--- config.mk ---
export PLATFORM = sky130hd
export DESIGN_NAME = set_time_ctrl
export DESIGN_NICKNAME = d
export VERILOG_FILES = /design/src/rtl/pong_pkg.sv /design/src/rtl/btn_repeat.sv /design/src/rtl/set_time_ctrl.sv
export SDC_FILE = /design/constraint.sdc
export NUM_CORES = 1
export LEC_CHECK = 0
export BUFFER_PORTS_ARGS = -buffer_cell sky130_fd_sc_hd__buf_2
export CORE_MARGIN = 3
export CORE_UTILIZATION = 60
export CTS_CLUSTER_DIAMETER = 30
export CTS_CLUSTER_SIZE = 8
export DETAILED_ROUTE_END_ITERATION = 10
export PLACE_DENSITY = 0.9
export SETUP_SLACK_MARGIN = 0.15
export SYNTH_ARGS = -nofsm -noshare
export SYNTH_HDL_FRONTEND = slang
export SYNTH_SLANG_ARGS = --single-unit
--- constraint.sdc ---
create_clock -name clk -period 3.7 [get_ports clk]
set_input_delay 0.925 -clock clk [delete_from_list [all_inputs] [get_ports clk]]
set_output_delay 0.925 -clock clk [all_outputs]
set_load 0.01 [all_outputs]
--- src/rtl/pong_pkg.sv ---
// Shared definitions for the pong game: set-time FSM encoding, timing defaults, clock rate.
package pong_pkg;

  typedef enum logic [1:0] {
    ST_IDLE      = 2'd0,
    ST_EDIT      = 2'd1,
    ST_CONFIRMED = 2'd2
  } set_state_e;

  localparam int unsigned TIME_W      = 8;
  localparam int unsigned CLK_HZ      = 50_000_000;

  localparam int unsigned STEP_SEC    = 15;
  localparam int unsigned MIN_SEC     = 15;
  localparam int unsigned MAX_SEC     = 240;
  localparam int unsigned DEFAULT_SEC = 60;

  // Hold 0.5 s before auto-repeat, then step every 0.1 s.
  localparam int unsigned REPEAT_DELAY_CYC  = CLK_HZ / 2;
  localparam int unsigned REPEAT_PERIOD_CYC = CLK_HZ / 10;

endpackage

--- src/rtl/btn_repeat.sv ---
// Per-direction button front end: rising-edge detect plus optional hold-to-repeat.
// Optional feature macro: SET_TIME_AUTOREPEAT_EN (hold counter present when defined).
module btn_repeat
  import pong_pkg::*;
#(
  parameter int unsigned DELAY  = REPEAT_DELAY_CYC,
  parameter int unsigned PERIOD = REPEAT_PERIOD_CYC
) (
  input  logic clk,
  input  logic rst_n,
  input  logic i_btn,
  input  logic i_active,
`ifdef SET_TIME_AUTOREPEAT_EN
  input  logic i_other,
`endif
  output logic o_step_c
);

  if (PERIOD == 0 || PERIOD > DELAY) begin : g_bad_repeat
    $error("btn_repeat: PERIOD must be nonzero and not exceed DELAY");
  end

  logic r_btn_q;
  logic w_rise;

  // Button history register, updated every cycle regardless of state.
  always_ff @(posedge clk) begin
    if (!rst_n) r_btn_q <= 1'b0;
    else        r_btn_q <= i_btn;
  end

  assign w_rise = i_btn & ~r_btn_q;

`ifdef SET_TIME_AUTOREPEAT_EN
  localparam int unsigned CNT_W = $clog2(DELAY + 1);

  logic [CNT_W-1:0] r_cnt;
  logic [CNT_W-1:0] w_cnt_nxt;
  logic             r_armed;
  logic             w_hold;
  logic             w_fire;

  // Counting only continues for a hold that began with a rise inside EDIT.
  assign w_hold    = i_active & i_btn & ~i_other & (w_rise | r_armed);
  assign w_cnt_nxt = r_cnt + CNT_W'(1);
  assign w_fire    = w_hold & (w_cnt_nxt == CNT_W'(DELAY));

  // Hold counter: reload after each repeat so the next one lands PERIOD cycles later.
  always_ff @(posedge clk) begin
    if (!rst_n) begin
      r_cnt   <= '0;
      r_armed <= 1'b0;
    end else begin
      r_armed <= w_hold;
      if (!w_hold)     r_cnt <= '0;
      else if (w_fire) r_cnt <= CNT_W'(DELAY - PERIOD);
      else             r_cnt <= w_cnt_nxt;
    end
  end

  assign o_step_c = (i_active & w_rise) | w_fire;
`else
  assign o_step_c = i_active & w_rise;
`endif

endmodule

--- src/rtl/set_time_ctrl.sv ---
// Match-length setter: button presses adjust max_time (seconds) with clamping; ok confirms.
// Optional feature macro: SET_TIME_AUTOREPEAT_EN (hold-to-repeat on up/down).
module set_time_ctrl
  import pong_pkg::*;
#(
  parameter int unsigned STEP          = STEP_SEC,
  parameter int unsigned MIN_TIME      = MIN_SEC,
  parameter int unsigned MAX_TIME      = MAX_SEC,
  parameter int unsigned DEFAULT_TIME  = DEFAULT_SEC,
  parameter int unsigned REPEAT_DELAY  = REPEAT_DELAY_CYC,
  parameter int unsigned REPEAT_PERIOD = REPEAT_PERIOD_CYC
) (
  input  logic              clk,
  input  logic              rst_n,
  input  logic              enable,
  input  logic              btn_up,
  input  logic              btn_down,
  input  logic              btn_ok,
  output logic [TIME_W-1:0] max_time,
  output logic              editing,
  output logic              time_valid,
  output logic              confirm
);

  localparam int unsigned SUM_W = TIME_W + 1;

  if (STEP == 0 || MAX_TIME > 255 || (MAX_TIME % STEP) != 0 || (DEFAULT_TIME % STEP) != 0 ||
      DEFAULT_TIME < MIN_TIME || DEFAULT_TIME > MAX_TIME) begin : g_bad_cfg
    $error("set_time_ctrl: inconsistent time parameters");
  end

  set_state_e        r_state;
  logic [TIME_W-1:0] r_max;
  logic              r_editing;
  logic              r_valid;
  logic              r_confirm;
  logic              r_ok_q;

  logic              w_active;
  logic              w_up_step;
  logic              w_dn_step;
  logic              w_rise_ok;
  logic [SUM_W-1:0]  w_sum;
  logic [SUM_W-1:0]  w_floor;
  logic [TIME_W-1:0] w_inc;
  logic [TIME_W-1:0] w_dec;

  assign w_active = (r_state == ST_EDIT);

  btn_repeat #(.DELAY(REPEAT_DELAY), .PERIOD(REPEAT_PERIOD)) u_rep_up (
    .clk      (clk),
    .rst_n    (rst_n),
    .i_btn    (btn_up),
    .i_active (w_active),
`ifdef SET_TIME_AUTOREPEAT_EN
    .i_other  (btn_down),
`endif
    .o_step_c (w_up_step)
  );

  btn_repeat #(.DELAY(REPEAT_DELAY), .PERIOD(REPEAT_PERIOD)) u_rep_dn (
    .clk      (clk),
    .rst_n    (rst_n),
    .i_btn    (btn_down),
    .i_active (w_active),
`ifdef SET_TIME_AUTOREPEAT_EN
    .i_other  (btn_up),
`endif
    .o_step_c (w_dn_step)
  );

  assign w_rise_ok = btn_ok & ~r_ok_q;

  // Saturating step arithmetic, one bit wider so the top clamp never wraps.
  assign w_sum   = {1'b0, r_max} + SUM_W'(STEP);
  assign w_inc   = (w_sum > SUM_W'(MAX_TIME)) ? TIME_W'(MAX_TIME) : w_sum[TIME_W-1:0];
  assign w_floor = SUM_W'(MIN_TIME) + SUM_W'(STEP);
  assign w_dec   = ({1'b0, r_max} < w_floor) ? TIME_W'(MIN_TIME) : (r_max - TIME_W'(STEP));

  // Set-time FSM with registered outputs; ok wins over up/down, enable low wins over all.
  always_ff @(posedge clk) begin
    if (!rst_n) begin
      r_state   <= ST_IDLE;
      r_max     <= TIME_W'(DEFAULT_TIME);
      r_editing <= 1'b0;
      r_valid   <= 1'b0;
      r_confirm <= 1'b0;
      r_ok_q    <= 1'b0;
    end else begin
      r_ok_q    <= btn_ok;
      r_confirm <= 1'b0;
      case (r_state)
        ST_IDLE: begin
          if (enable) begin
            r_state   <= ST_EDIT;
            r_editing <= 1'b1;
          end
        end
        ST_EDIT: begin
          if (!enable) begin
            r_state   <= ST_IDLE;
            r_editing <= 1'b0;
          end else if (w_rise_ok) begin
            r_state   <= ST_CONFIRMED;
            r_editing <= 1'b0;
            r_valid   <= 1'b1;
            r_confirm <= 1'b1;
          end else if (w_up_step && !w_dn_step) begin
            r_max <= w_inc;
          end else if (w_dn_step && !w_up_step) begin
            r_max <= w_dec;
          end
        end
        ST_CONFIRMED: begin
          if (!enable) begin
            r_state <= ST_IDLE;
            r_valid <= 1'b0;
          end
        end
        default: begin
          r_state   <= ST_IDLE;
          r_editing <= 1'b0;
          r_valid   <= 1'b0;
        end
      endcase
    end
  end

  assign max_time   = r_max;
  assign editing    = r_editing;
  assign time_valid = r_valid;
  assign confirm    = r_confirm;

endmodule
==> key figures, run 1 <==
Critical path
  • R2R depth: 8
  • Crit end category: register
  • Setup CP Type: register to register
  • RR Endpoint: max_time[3]
  • Critical Path RT: 3.89 ns
  • Crit path launch type: register
  • Crit-path max FO: 11
  • Worst reg-to-reg setup slack: 1.18 ns
  • CP arrival: 2.71 ns
  • Reg2reg start: max_time[1]

Timing
  • RSZ-0062 raised after global routing: false
  • Final setup viols: 0
  • Final number of max-transition violations: 0
  • Final Hold Fails: 0
  • Period utilization: 68.0%
  • Slew HR: 47.6%
  • Setup TNS: 0 ns
  • Peak Freq: 397 MHz
  • Crit path time final: 2.52 ns
  • Skew final: 0.00537 ns
  • Worst-Margin Slew: 0.780 ns

Clock tree
  • Worst-path clk slew: 0.10 ns
  • CTS H-Tree Depth: 1
  • # hold bufs at CTS: 0
  • Clk_lat worst skew: 0.29 ns
  • Clock sinks: 16
  • Cts bufs inserted: 3
  • TritonCTS clock tree: done
  • CTS max path bufs: 2
  • CTS resizes: 0
  • CTS root buf: clkbuf_4
  • Post-CTS Setup Bufs: 0

Placed design
  • DP HPWL: 1800 um
  • # port buffers: 16
  • GP Congestion: 0.897

Status
  • Status: complete, no violations

Route
  • Remaining DRCs: 0
  • Vias: 1052
  • Routed WL per cell: 14.1 um
  • Remaining antenna violation count: 0
  • Starting DRC count in detailed routing: 40
  • Post-Route WL: 2430 um
  • Via-to-Cell Ratio: 6.12
  • Drt first pass iters: 4

Global route
  • Largest net degree at the start of global routing: 18
  • Vias in the first global route: 1002
  • First-pass GRT wire length: 4240 um
  • Gr ovfl total: 0
  • Antenna violations before repair: 0
  • All-Layer GR Usage: 22.3%

Final layout
  • Antenna Cells: 0
  • Layout cells sized above 1: 23.8%
  • Net total in the final layout: 158
  • Layout fillers: 162
  • Final Core Density: 68.4%
  • Synth-to-Final Area Change: 5.41%

Floorplan
  • Die Y: 49.4 um
  • Initial core utilization: 64.9%
  • Die width: 49.4 um
  • Placement Rows: 15
  • Core box area: 1750 um^2
  • Io pins: 17
  • Die area: 2440 um^2

Synthesis
  • Mapped Area: 1130 um^2
  • Ys flop type: dfxtp_1
  • Sequential area share after synthesis: 28.3%
  • Synth warnings: 0
  • Syn Nets: 147
  • EDFF count, synth: 0
  • Synth Instances: 137
  • Library cells used by synthesis: 51
  • Yosys reg bits: 16
  • Mean Syn Cell Area: 8.27 um^2
  • Asr flop ratio synth: 0%

Run
  • Max-Cap Viols: 0

Hold path
  • Worst Hold Endpoint: r_state[0]
  • Hold Path Origin: r_state[0]
  • Hold Path Depth: 1
  • HP Class: register to register

Pwr
  • Leakage power: 0.508 nW
  • Maximum VDD drop: 370 uV
  • PD cells: 301 nW/um^2
  • Total chip power: 0.000359 W
==> synth_stat cells, types with 2 or more instances <==
master / instances / area [um^2]
a211oi_1: 2 / 15.0
a21oi_1: 8 / 40.0
a221oi_1: 4 / 35.0
a31o_2: 2 / 17.5
a41oi_1: 3 / 26.3
and2_1: 4 / 25.0
and3_2: 2 / 15.0
and3b_1: 2 / 17.5
buf_4: 3 / 22.5
clkbuf_1: 2 / 7.51
clkbuf_8: 2 / 27.5
dfxtp_1: 16 / 320
ha_1: 4 / 50.1
inv_1: 6 / 22.5
nand2_1: 13 / 48.8
nand3_1: 4 / 20.0
nor2_1: 7 / 26.3
nor2b_1: 3 / 18.8
nor3_1: 6 / 30.0
o211ai_1: 2 / 15.0
o21ai_0: 7 / 35.0
o31ai_1: 2 / 15.0
or4_4: 2 / 22.5
xnor2_1: 2 / 17.5
xor2_1: 3 / 26.3
==> worst max-delay path: stages (launching register included) <==
cell and delay, ns:
dfxtp_1 0.43, inv_1 0.13, ha_1 0.27, or3b_4 0.44, or4_4 0.49, o211ai_2 0.10
and2_4 0.18, nand3_2 0.06, a221o_1 0.30
==> through the flow <==
| stage | std cells | setup WS [ns] | cell area (um^2) | hold slack, ns |
|---|---|---|---|---|
| 3_5_place_dp | 168 | 1.04 | 1160 | 0.483 |
| 4_1_cts | 172 | 1.19 | 1190 | 0.503 |
| 5_1_grt | 172 | 1.04 | 1190 | 0.533 |
| 6_report | 172 | 1.18 | 1190 | 0.504 |
| 3_3_place_gp | 168 | 1.10 | 1160 | 0.467 |
| 2_1_floorplan | 137 | 1.25 | 1130 | 0.451 |
==> power by group <==
part / internal (W) / switching (W)
Sequential: 0.000179 / 0.0000100
Clock: 0.0000600 / 0.0000562
Combinational: 0.0000236 / 0.0000301
Total: 0.000263 / 0.0000964
==> cells in the final DEF (no fill, tap or decap), types with 2 or more instances in the layout <==
cell | netlist | routed
dfxtp_1 | 16 | 16
o211ai_1 | 2 | 2
nand3_1 | 4 | 4
nor2b_1 | 3 | 3
inv_1 | 6 | 6
ha_1 | 4 | 4
nor2_1 | 7 | 7
and3_2 | 2 | 2
a21oi_1 | 8 | 8
nand2_1 | 13 | 13
o31ai_1 | 2 | 2
a31o_2 | 2 | 2
a41oi_1 | 3 | 3
a221oi_1 | 4 | 4
o21ai_0 | 7 | 7
and3b_1 | 2 | 2
and2_1 | 4 | 4
buf_2 | 0 | 16
clkbuf_4 | 0 | 3
xnor2_1 | 2 | 2
or4_4 | 2 | 2
xor2_1 | 3 | 3
a211oi_1 | 2 | 2
nor3_1 | 6 | 6
==> flip-flops by register name, summed over array words and instances (netlist names) <==
name and count:
editing 1, u_rep_up.r_btn_q 1, r_ok_q 1, r_state 2
confirm 1, u_rep_dn.r_btn_q 1, time_valid 1, max_time 8
==> how the worst max path moves through the flow <==
stage / from / to / slack [ns] / cells past startpoint
floorplan: btn_up / max_time[1] / 1.25 / 7
global placement: btn_up / max_time[1] / 1.10 / 7
detailed placement: btn_up / max_time[1] / 1.04 / 7
CTS: max_time[1] / max_time[3] / 1.19 / 8
global route: r_state[0] / max_time[4] / 1.04 / 7
finish: max_time[1] / max_time[3] / 1.18 / 8
==> metal layers <==
metal	vias to the layer above	GRT usage (%)	wire (um)
li1	521	-	-
met1	489	25.0	1050
met2	34	40.4	1190
met3	8	1.83	119
met4	0	13.8	64
met5	-	0	0
==> kinds of logic after synthesis <==
group	Yosys count	share of synthesized area [%]
AND/OR/NAND/NOR	56	28.6
AO/OA/AOI/OAI	40	25.2
buffers and inverters	16	9.61
flip-flops	16	28.3
XOR/XNOR	5	3.87
adder cells (fa/ha/maj)	4	4.42
==> final cells by class <==
cell class / count / area (um^2) / share of cell area (%)
Inverter: 6 / 22.5 / 1.89
Timing Repair Buffer: 16 / 80.1 / 6.71
Clock buffer: 4 / 36.3 / 3.04
Tap cell: 25 / 31.3 / 2.62
Multi-Input combinational cell: 105 / 703 / 58.9
Sequential cell: 16 / 320 / 26.8
Power figures use the tool's default switching activity.
==> inputs of run 2 (changes only) <==
Settings changed: ABC_AREA from default to 1, CORE_UTILIZATION 60 to 55, PLACE_DENSITY 0.9 to 0.84.
Clock period 3.7 ns to 2.5 ns, I/O delays scaled along.
==> run 2 against run 1 <==
  * Via count grew 4.1%
  * Clock skew shrank 0.0039 ns
  * Die area grew 7.9%
  * Global-route usage shrank 2.3 points
  * Non-clock buffer count is the same
  * Sequential power grew 42%
  * Setup slack lost 0.42 ns
  * Synthesized cell count grew 23%
  * Register-to-register slack lost 0.42 ns
  * Critical endpoint is now max_time[2]
  * Largest cell class unchanged
  * Largest power group unchanged
  * Highest routed layer unchanged
==> key figures, run 2 <==
Synthesis
  • Synth top cells by count: nand2_1 (42), inv_1 (20), nand3_1 (19) (was dfxtp_1 (16), nand2_1 (13), a21oi_1 (8))
  • Yosys reg bits: 16 (unchanged)
  • EDFF count, synth: 0 (unchanged)
  • Synth warnings: 0 (unchanged)
  • Sequential area share after synthesis: 28.3% (about the same)
  • Most common cell in the netlist: nand2_1 (was dfxtp_1)
  • Syn Nets: 179 (was 147)
  • Leading area contributor after synthesis: dfxtp_1 (unchanged)
  • Ys flop type: dfxtp_1 (unchanged)
  • Asr flop ratio synth: 0% (unchanged)
  • Synth top area share: 28.3% (about the same)
  • Mean Syn Cell Area: 6.69 um^2 (was 8.27 um^2)
  • Library cells used by synthesis: 31 (was 51)
  • Synth area leaders: dfxtp_1 (28%), nand2_1 (14%), nand3_1 (8.4%) (was dfxtp_1 (28%), ha_1 (4.4%), nand2_1 (4.3%))
  • Synth Instances: 169 (was 137)
  • Mapped Area: 1130 um^2 (about the same)

Placed design
  • DP HPWL: 1910 um (was 1800 um)
  • GP Congestion: 0.967 (was 0.897)
  • # port buffers: 16 (unchanged)
  • Post-Place Cells: 207 (was 168)

Clock tree
  • CTS max path bufs: 2 (unchanged)
  • Clk_lat worst skew: 0.28 ns (was 0.29 ns)
  • Worst-path clk slew: 0.09 ns (was 0.10 ns)
  • Clock sinks: 16 (unchanged)
  • CTS root buf: clkbuf_4 (unchanged)
  • TritonCTS clock tree: done (unchanged)
  • CTS resizes: 0 (unchanged)
  • Cts bufs inserted: 3 (unchanged)
  • CTS H-Tree Depth: 1 (unchanged)
  • # hold bufs at CTS: 0 (unchanged)
  • Post-CTS Setup Bufs: 0 (unchanged)

Floorplan
  • Io pins: 17 (unchanged)
  • Die width: 51.4 um (was 49.4 um)
  • Die area: 2640 um^2 (was 2440 um^2)
  • Placement Rows: 15 (unchanged)
  • Die Y: 51.4 um (was 49.4 um)
  • Initial core utilization: 61.5% (was 64.9%)
  • Core box area: 1840 um^2 (was 1750 um^2)

Global route
  • Largest net degree at the start of global routing: 12 (was 18)
  • All-Layer GR Usage: 20.0% (was 22.3%)
  • Vias in the first global route: 1012 (was 1002)
  • First-pass GRT wire length: 4080 um (was 4240 um)
  • Antenna violations before repair: 0 (unchanged)
  • Gr ovfl total: 0 (unchanged)

Final layout
  • Most frequent cells in the layout: nand2_1 (42), inv_1 (20), nand3_1 (19) (was dfxtp_1 (16), buf_2 (16), nand2_1 (13))
  • Layout cells sized above 1: 24.7% (was 23.8%)
  • Net total in the final layout: 197 (was 158)
  • Commonest non-fill, non-tap cell in the layout: nand2_1
  • Layout fillers: 184 (was 162)
  • Synth-to-Final Area Change: 11.1% (was 5.41%)
  • Finished Layout Cells: 211 (was 172)
  • Antenna Cells: 0 (unchanged)
  • Number of flip-flops under the largest register name: 8 (unchanged)

Timing
  • Worst-Margin Slew: 0.410 ns (was 0.780 ns)
  • Crit path time final: 1.73 ns (was 2.52 ns)
  • Setup TNS: 0 ns (unchanged)
  • Final Hold Fails: 0 (unchanged)
  • Slew HR: 72.6% (was 47.6%)
  • Skew final: 0.00148 ns (was 0.00537 ns)
  • Period utilization: 69.3% (was 68.0%)
  • RSZ-0062 raised after global routing: false (unchanged)
  • Peak Freq: 577 MHz (was 397 MHz)
  • Final setup viols: 0 (unchanged)
  • Final number of max-transition violations: 0 (unchanged)

Route
  • Drt first pass iters: 4 (unchanged)
  • Post-Route WL: 2350 um (was 2430 um)
  • Remaining DRCs: 0 (unchanged)
  • Remaining antenna violation count: 0 (unchanged)
  • Routed WL per cell: 11.1 um (was 14.1 um)
  • Starting DRC count in detailed routing: 20 (was 40)
  • Vias: 1095 (was 1052)
  • Via-to-Cell Ratio: 5.19 (was 6.12)

Critical path
  • CP arrival: 1.91 ns (was 2.71 ns)
  • Crit path launch type: register (unchanged)
  • RR Endpoint: max_time[2] (was max_time[3])
  • Crit end category: register (unchanged)
  • Worst path slowest cell: dfxtp_1 (was or4_4)
  • CP bufs+invs: 3 (was 1)
  • CP top delay family: simple AND/OR/NAND/NOR gates (unchanged)
  • Worst reg-to-reg setup slack: 0.77 ns (was 1.18 ns)
  • Crit-path max cell delay: 0.47 ns (was 0.49 ns)
  • CP Cell Sequence: inv_2, ha_1, inv_1, nand2_1, nand3_1, inv_1, nand3_1, nand3_1, nand2_1, nand2_4, o211ai_1, nand2_1 (was inv_1, ha_1, or3b_4, or4_4, o211ai_2, and2_4, nand3_2, a221o_1)
  • R2R depth: 12 (was 8)
  • Crit-path max FO: 7 (was 11)
  • Reg2reg start: max_time[0] (was max_time[1])
  • Critical Path RT: 2.68 ns (was 3.89 ns)
  • Setup CP Type: register to register (unchanged)
  • Setup crit start: max_time[0] (was max_time[1])

Status
  • Status: complete, no violations (unchanged)

Hold path
  • Worst Hold Endpoint: time_valid (was r_state[0])
  • HP Class: register to register (unchanged)
  • Hold Path Depth: 2 (was 1)
  • Hold Path Origin: time_valid (was r_state[0])

Pwr
  • PD cells: 391 nW/um^2 (was 301 nW/um^2)
  • Maximum VDD drop: 377 uV (was 370 uV)
  • Leakage power: 0.690 nW (was 0.508 nW)

Run
  • Max-Cap Viols: 0 (unchanged)
[run 2: changes by cell type after synthesis, moves of 5 or more]
cell | previous run | this run
inv_1 | 6 | 20
nand3_1 | 4 | 19
nand2_1 | 13 | 42
inv_2 | 0 | 9
nor3_1 | 6 | 1
[run 2: power breakdown]
group / total (W) / switching [W] / internal, W
logic: 0.0000555 / 0.0000356 / 0.0000200
clock network: 0.000167 / 0.0000782 / 0.0000885
registers: 0.000269 / 0.00000647 / 0.000263
total: 0.000491 / 0.000120 / 0.000371
[run 2: area by class of cell]
cell class	instances	area [um^2]	share of cell area, %
Tap cell	25	31.3	2.49
Timing Repair Buffer	16	80.1	6.37
Multi-Input combinational cell	120	676	53.8
Inverter	30	113	8.96
Clock buffer	4	36.3	2.89
Sequential cell	16	320	25.5
[run 2: logic make-up (layout without fill, tap and decap cells)]
logic type,after synthesis,count (layout),share of synthesized area [%]
simple gates,85,85,38.7
buf+inv,33,50,11.9
compound gates,27,27,13.5
flops,16,16,28.3
fa+ha+maj,4,4,4.42
xor+xnor,4,4,3.10
[run 2: worst max-delay path by stage]
stage                  end  slack [ns]  cells after the start
6_report       max_time[2]        0.77                     12
5_1_grt        max_time[4]        0.58                     13
4_1_cts        max_time[2]        0.77                     12
3_5_place_dp   max_time[2]        0.61                      9
3_3_place_gp   max_time[2]        0.62                      9
2_1_floorplan  max_time[2]        0.83                      8
[run 2: worst min-delay path, stage by stage, from the launching register on]
cell and delay (ns):
dfxtp_1 0.32, nand3_1 0.07, nand2_1 0.04
[run 2: through the flow]
stage | hold slack (ns) | setup WS (ns) | total power, W | area, um^2 | utilization [%]
floorplan | 0.459 | 0.834 | 0.000315 | 1130 | -
global placement | 0.455 | 0.618 | 0.000329 | 1220 | 66.3
detailed placement | 0.455 | 0.610 | 0.000331 | 1220 | 66.3
CTS | 0.470 | 0.770 | 0.000496 | 1260 | 68.3
global route | 0.491 | 0.584 | 0.000517 | 1260 | 68.3
finish | 0.467 | 0.768 | 0.000491 | 1260 | 68.3
[run 2: layer usage]
| metal | global-route usage [%] | wire, um | share of wire, % | vias to the layer above |
|---|---|---|---|---|
| met5 | 0 | 0 | 0 | - |
| met2 | 37.3 | 1190 | 51 | 19 |
| met3 | 1.75 | 91 | 3.9 | 2 |
| met1 | 23.6 | 1050 | 45 | 502 |
| met4 | 6.99 | 16 | 0.68 | 0 |
| li1 | - | - | - | 572 |
==> inputs of run 3 (changes only) <==
Settings changed: ABC_AREA 1 to 0.
Clock period 2.5 ns to 1.6 ns, I/O delays scaled along.
==> run 3 against run 2 <==
  * The run now ends with setup timing left
  * Critical path depth shrank 4
  * Wire length grew 35%
  * Combinational power grew to 3.9 times the previous value
  * Clock skew grew 0.0023 ns
  * Non-clock buffer count grew 35
  * Global-route usage grew 8.4 points
  * Largest power group unchanged
==> key figures, run 3 (synthesis results as in run 1) <==
Clock tree
  • Clk_lat worst skew: 0.29 ns (was 0.28 ns)
  • Worst-path clk slew: 0.09 ns (about the same)
  • Cts bufs inserted: 3 (unchanged)
  • CTS max path bufs: 2 (unchanged)
  • CTS H-Tree Depth: 1 (unchanged)
  • CTS root buf: clkbuf_4 (unchanged)
  • Clock sinks: 16 (unchanged)
  • # hold bufs at CTS: 0 (unchanged)
  • TritonCTS clock tree: done (unchanged)

Route
  • Vias: 1228 (was 1095)
  • Routed WL per cell: 15.4 um (was 11.1 um)
  • Remaining DRCs: 0 (unchanged)
  • Drt first pass iters: 4 (unchanged)
  • Starting DRC count in detailed routing: 67 (was 20)
  • Remaining antenna violation count: 0 (unchanged)
  • Via-to-Cell Ratio: 5.96 (was 5.19)
  • Post-Route WL: 3170 um (was 2350 um)

Floorplan
  • Die width: 51.4 um (about the same)
  • Core box area: 1840 um^2 (unchanged)
  • Die Y: 51.4 um (about the same)
  • Placement Rows: 15 (unchanged)
  • Initial core utilization: 61.6% (was 61.5%)
  • Die area: 2640 um^2 (about the same)
  • Io pins: 17 (unchanged)

Timing
  • Worst-Margin Slew: 0.300 ns (was 0.410 ns)
  • Worst setup slack after layout: -0.428 ns (was 0.768 ns)
  • RSZ-0062 raised after global routing: true (was false)
  • Final Hold Fails: 0 (unchanged)
  • Crit path time final: 2.03 ns (was 1.73 ns)
  • Setup TNS: -2.77 ns (was 0 ns)
  • Final number of max-transition violations: 0 (unchanged)
  • Final setup viols: 8 (was 0)
  • Slew HR: 79.7% (was 72.6%)
  • WHS: 0.318 ns (was 0.467 ns)
  • Skew final: 0.00380 ns (was 0.00148 ns)
  • Period utilization: 127% (was 69.3%)
  • Peak Freq: 493 MHz (was 577 MHz)

Hold path
  • Hold Path Origin: btn_up (was time_valid)
  • HP Class: primary input to register (was register to register)

Critical path
  • Crit end category: register (unchanged)
  • Crit path launch type: register (unchanged)
  • Crit-path max FO: 2 (was 7)
  • CP top delay family: simple AND/OR/NAND/NOR gates (unchanged)
  • Setup CP Type: register to register (unchanged)
  • CP Cell Sequence: inv_4, ha_4, or3b_4, or4_4, o211ai_2, and2_4, nand3_2, a221o_1 (was inv_2, ha_1, inv_1, nand2_1, nand3_1, inv_1, nand3_1, nand3_1, nand2_1, nand2_4, o211ai_1, nand2_1)
  • RR Endpoint: max_time[3] (was max_time[2])
  • CP Capture Point: max_time[3] (was max_time[2])
  • CP arrival: 2.22 ns (was 1.91 ns)
  • CP Depth: 8 (was 12)
  • Critical Path RT: 1.79 ns (was 2.68 ns)
  • R2R depth: 8 (was 12)
  • Crit-path max cell delay: 0.42 ns (was 0.47 ns)
  • CP bufs+invs: 1 (was 3)
  • Reg2reg start: max_time[1] (was max_time[0])
  • Worst path slowest cell: or4_4 (was dfxtp_1)
  • Worst reg-to-reg setup slack: -0.43 ns (was 0.77 ns)
  • Setup crit start: max_time[1] (was max_time[0])

Placed design
  • GP Congestion: 0.889 (was 0.967)
  • # port buffers: 16 (unchanged)
  • DP HPWL: 2470 um (was 1910 um)
  • DP Area: 1440 um^2 (was 1220 um^2)

Final layout
  • Number of flip-flops under the largest register name: 8 (unchanged)
  • Layout cells sized above 1: 45.3% (was 24.7%)
  • Antenna Cells: 0 (unchanged)
  • Final Core Density: 81.0% (was 68.3%)
  • Commonest non-fill, non-tap cell in the layout: buf_4 (was nand2_1)
  • Synth-to-Final Area Change: 31.6% (was 11.1%)
  • Net total in the final layout: 193 (was 197)
  • Most frequent cells in the layout: buf_4 (35), buf_2 (16), nand2_1 (13) (was nand2_1 (42), inv_1 (20), nand3_1 (19))
  • Layout fillers: 137 (was 184)
  • Finished layout cell area: 1490 um^2 (was 1260 um^2)

Global route
  • Vias in the first global route: 1240 (was 1012)
  • All-Layer GR Usage: 28.4% (was 20.0%)
  • First-pass GRT wire length: 5660 um (was 4080 um)
  • Antenna violations before repair: 0 (unchanged)
  • Largest net degree at the start of global routing: 12 (unchanged)
  • Gr ovfl total: 0 (unchanged)

Pwr
  • Total chip power: 0.000861 W (was 0.000491 W)
  • PD cells: 578 nW/um^2 (was 391 nW/um^2)
  • Leakage power: 0.668 nW (was 0.690 nW)
  • Maximum VDD drop: 731 uV (was 377 uV)

Run
  • Max-Cap Viols: 0 (unchanged)

Status
  • Status: complete, but fails checks (was complete, no violations)
  • Failing checks: setup timing
## run 3: how the worst min path moves through the flow
stage,cells past startpoint,end
5_1_grt,2,u_rep_up.r_btn_q
4_1_cts,2,u_rep_up.r_btn_q
3_5_place_dp,2,time_valid
6_report,2,u_rep_up.r_btn_q
3_3_place_gp,2,time_valid
2_1_floorplan,1,r_state[0]
## run 3: what timing repair did
item,4_1_cts,5_1_grt
cloned,0,0
setup buffers,1,0
endpoints found under the setup margin,8,10
resized for setup,6,3
pin swaps,6,7
## run 3: area by class of cell
cell class | instances | area [um^2] | area share (%)
sequential | 16 | 329 | 22.1
multi-input combinational | 105 | 739 | 49.6
clock buffer | 3 | 22.5 | 1.51
inverter | 6 | 25.0 | 1.68
timing repair buffer | 51 | 343 | 23.0
tap | 25 | 31.3 | 2.10
## run 3: per-stage QoR
| stage | instances | setup slack (ns) |
|---|---|---|
| after floorplan | 137 | -0.580 |
| after global placement | 202 | -0.424 |
| after detailed placement | 202 | -0.508 |
| after CTS | 206 | -0.430 |
| after global routing | 206 | -0.481 |
| final | 206 | -0.428 |
## run 3: worst reg2reg max path: stages, from the launching register on
cell      delay, ns
dfxtp_2        0.34
inv_4          0.06
ha_4           0.12
or3b_4         0.37
or4_4          0.42
o211ai_2       0.09
and2_4         0.18
nand3_2        0.06
a221o_1        0.28
## run 3: where the power goes
| part | leakage [nW] | internal [W] | switching, W | total [W] |
|---|---|---|---|---|
| Sequential | 0.131 | 0.000416 | 0.0000157 | 0.000431 |
| Clock | 0.0138 | 0.0000878 | 0.000127 | 0.000215 |
| Combinational | 0.523 | 0.000110 | 0.000104 | 0.000214 |
## run 3: routing by layer
| metal | up-vias | global-route usage, % | share of wire, % |
|---|---|---|---|
| met1 | 571 | 32.6 | 40 |
| met5 | - | 0 | 0 |
| met3 | 10 | 3.21 | 5.2 |
| met2 | 55 | 51.7 | 52 |
| met4 | 0 | 13.5 | 2.5 |
| li1 | 592 | - | - |
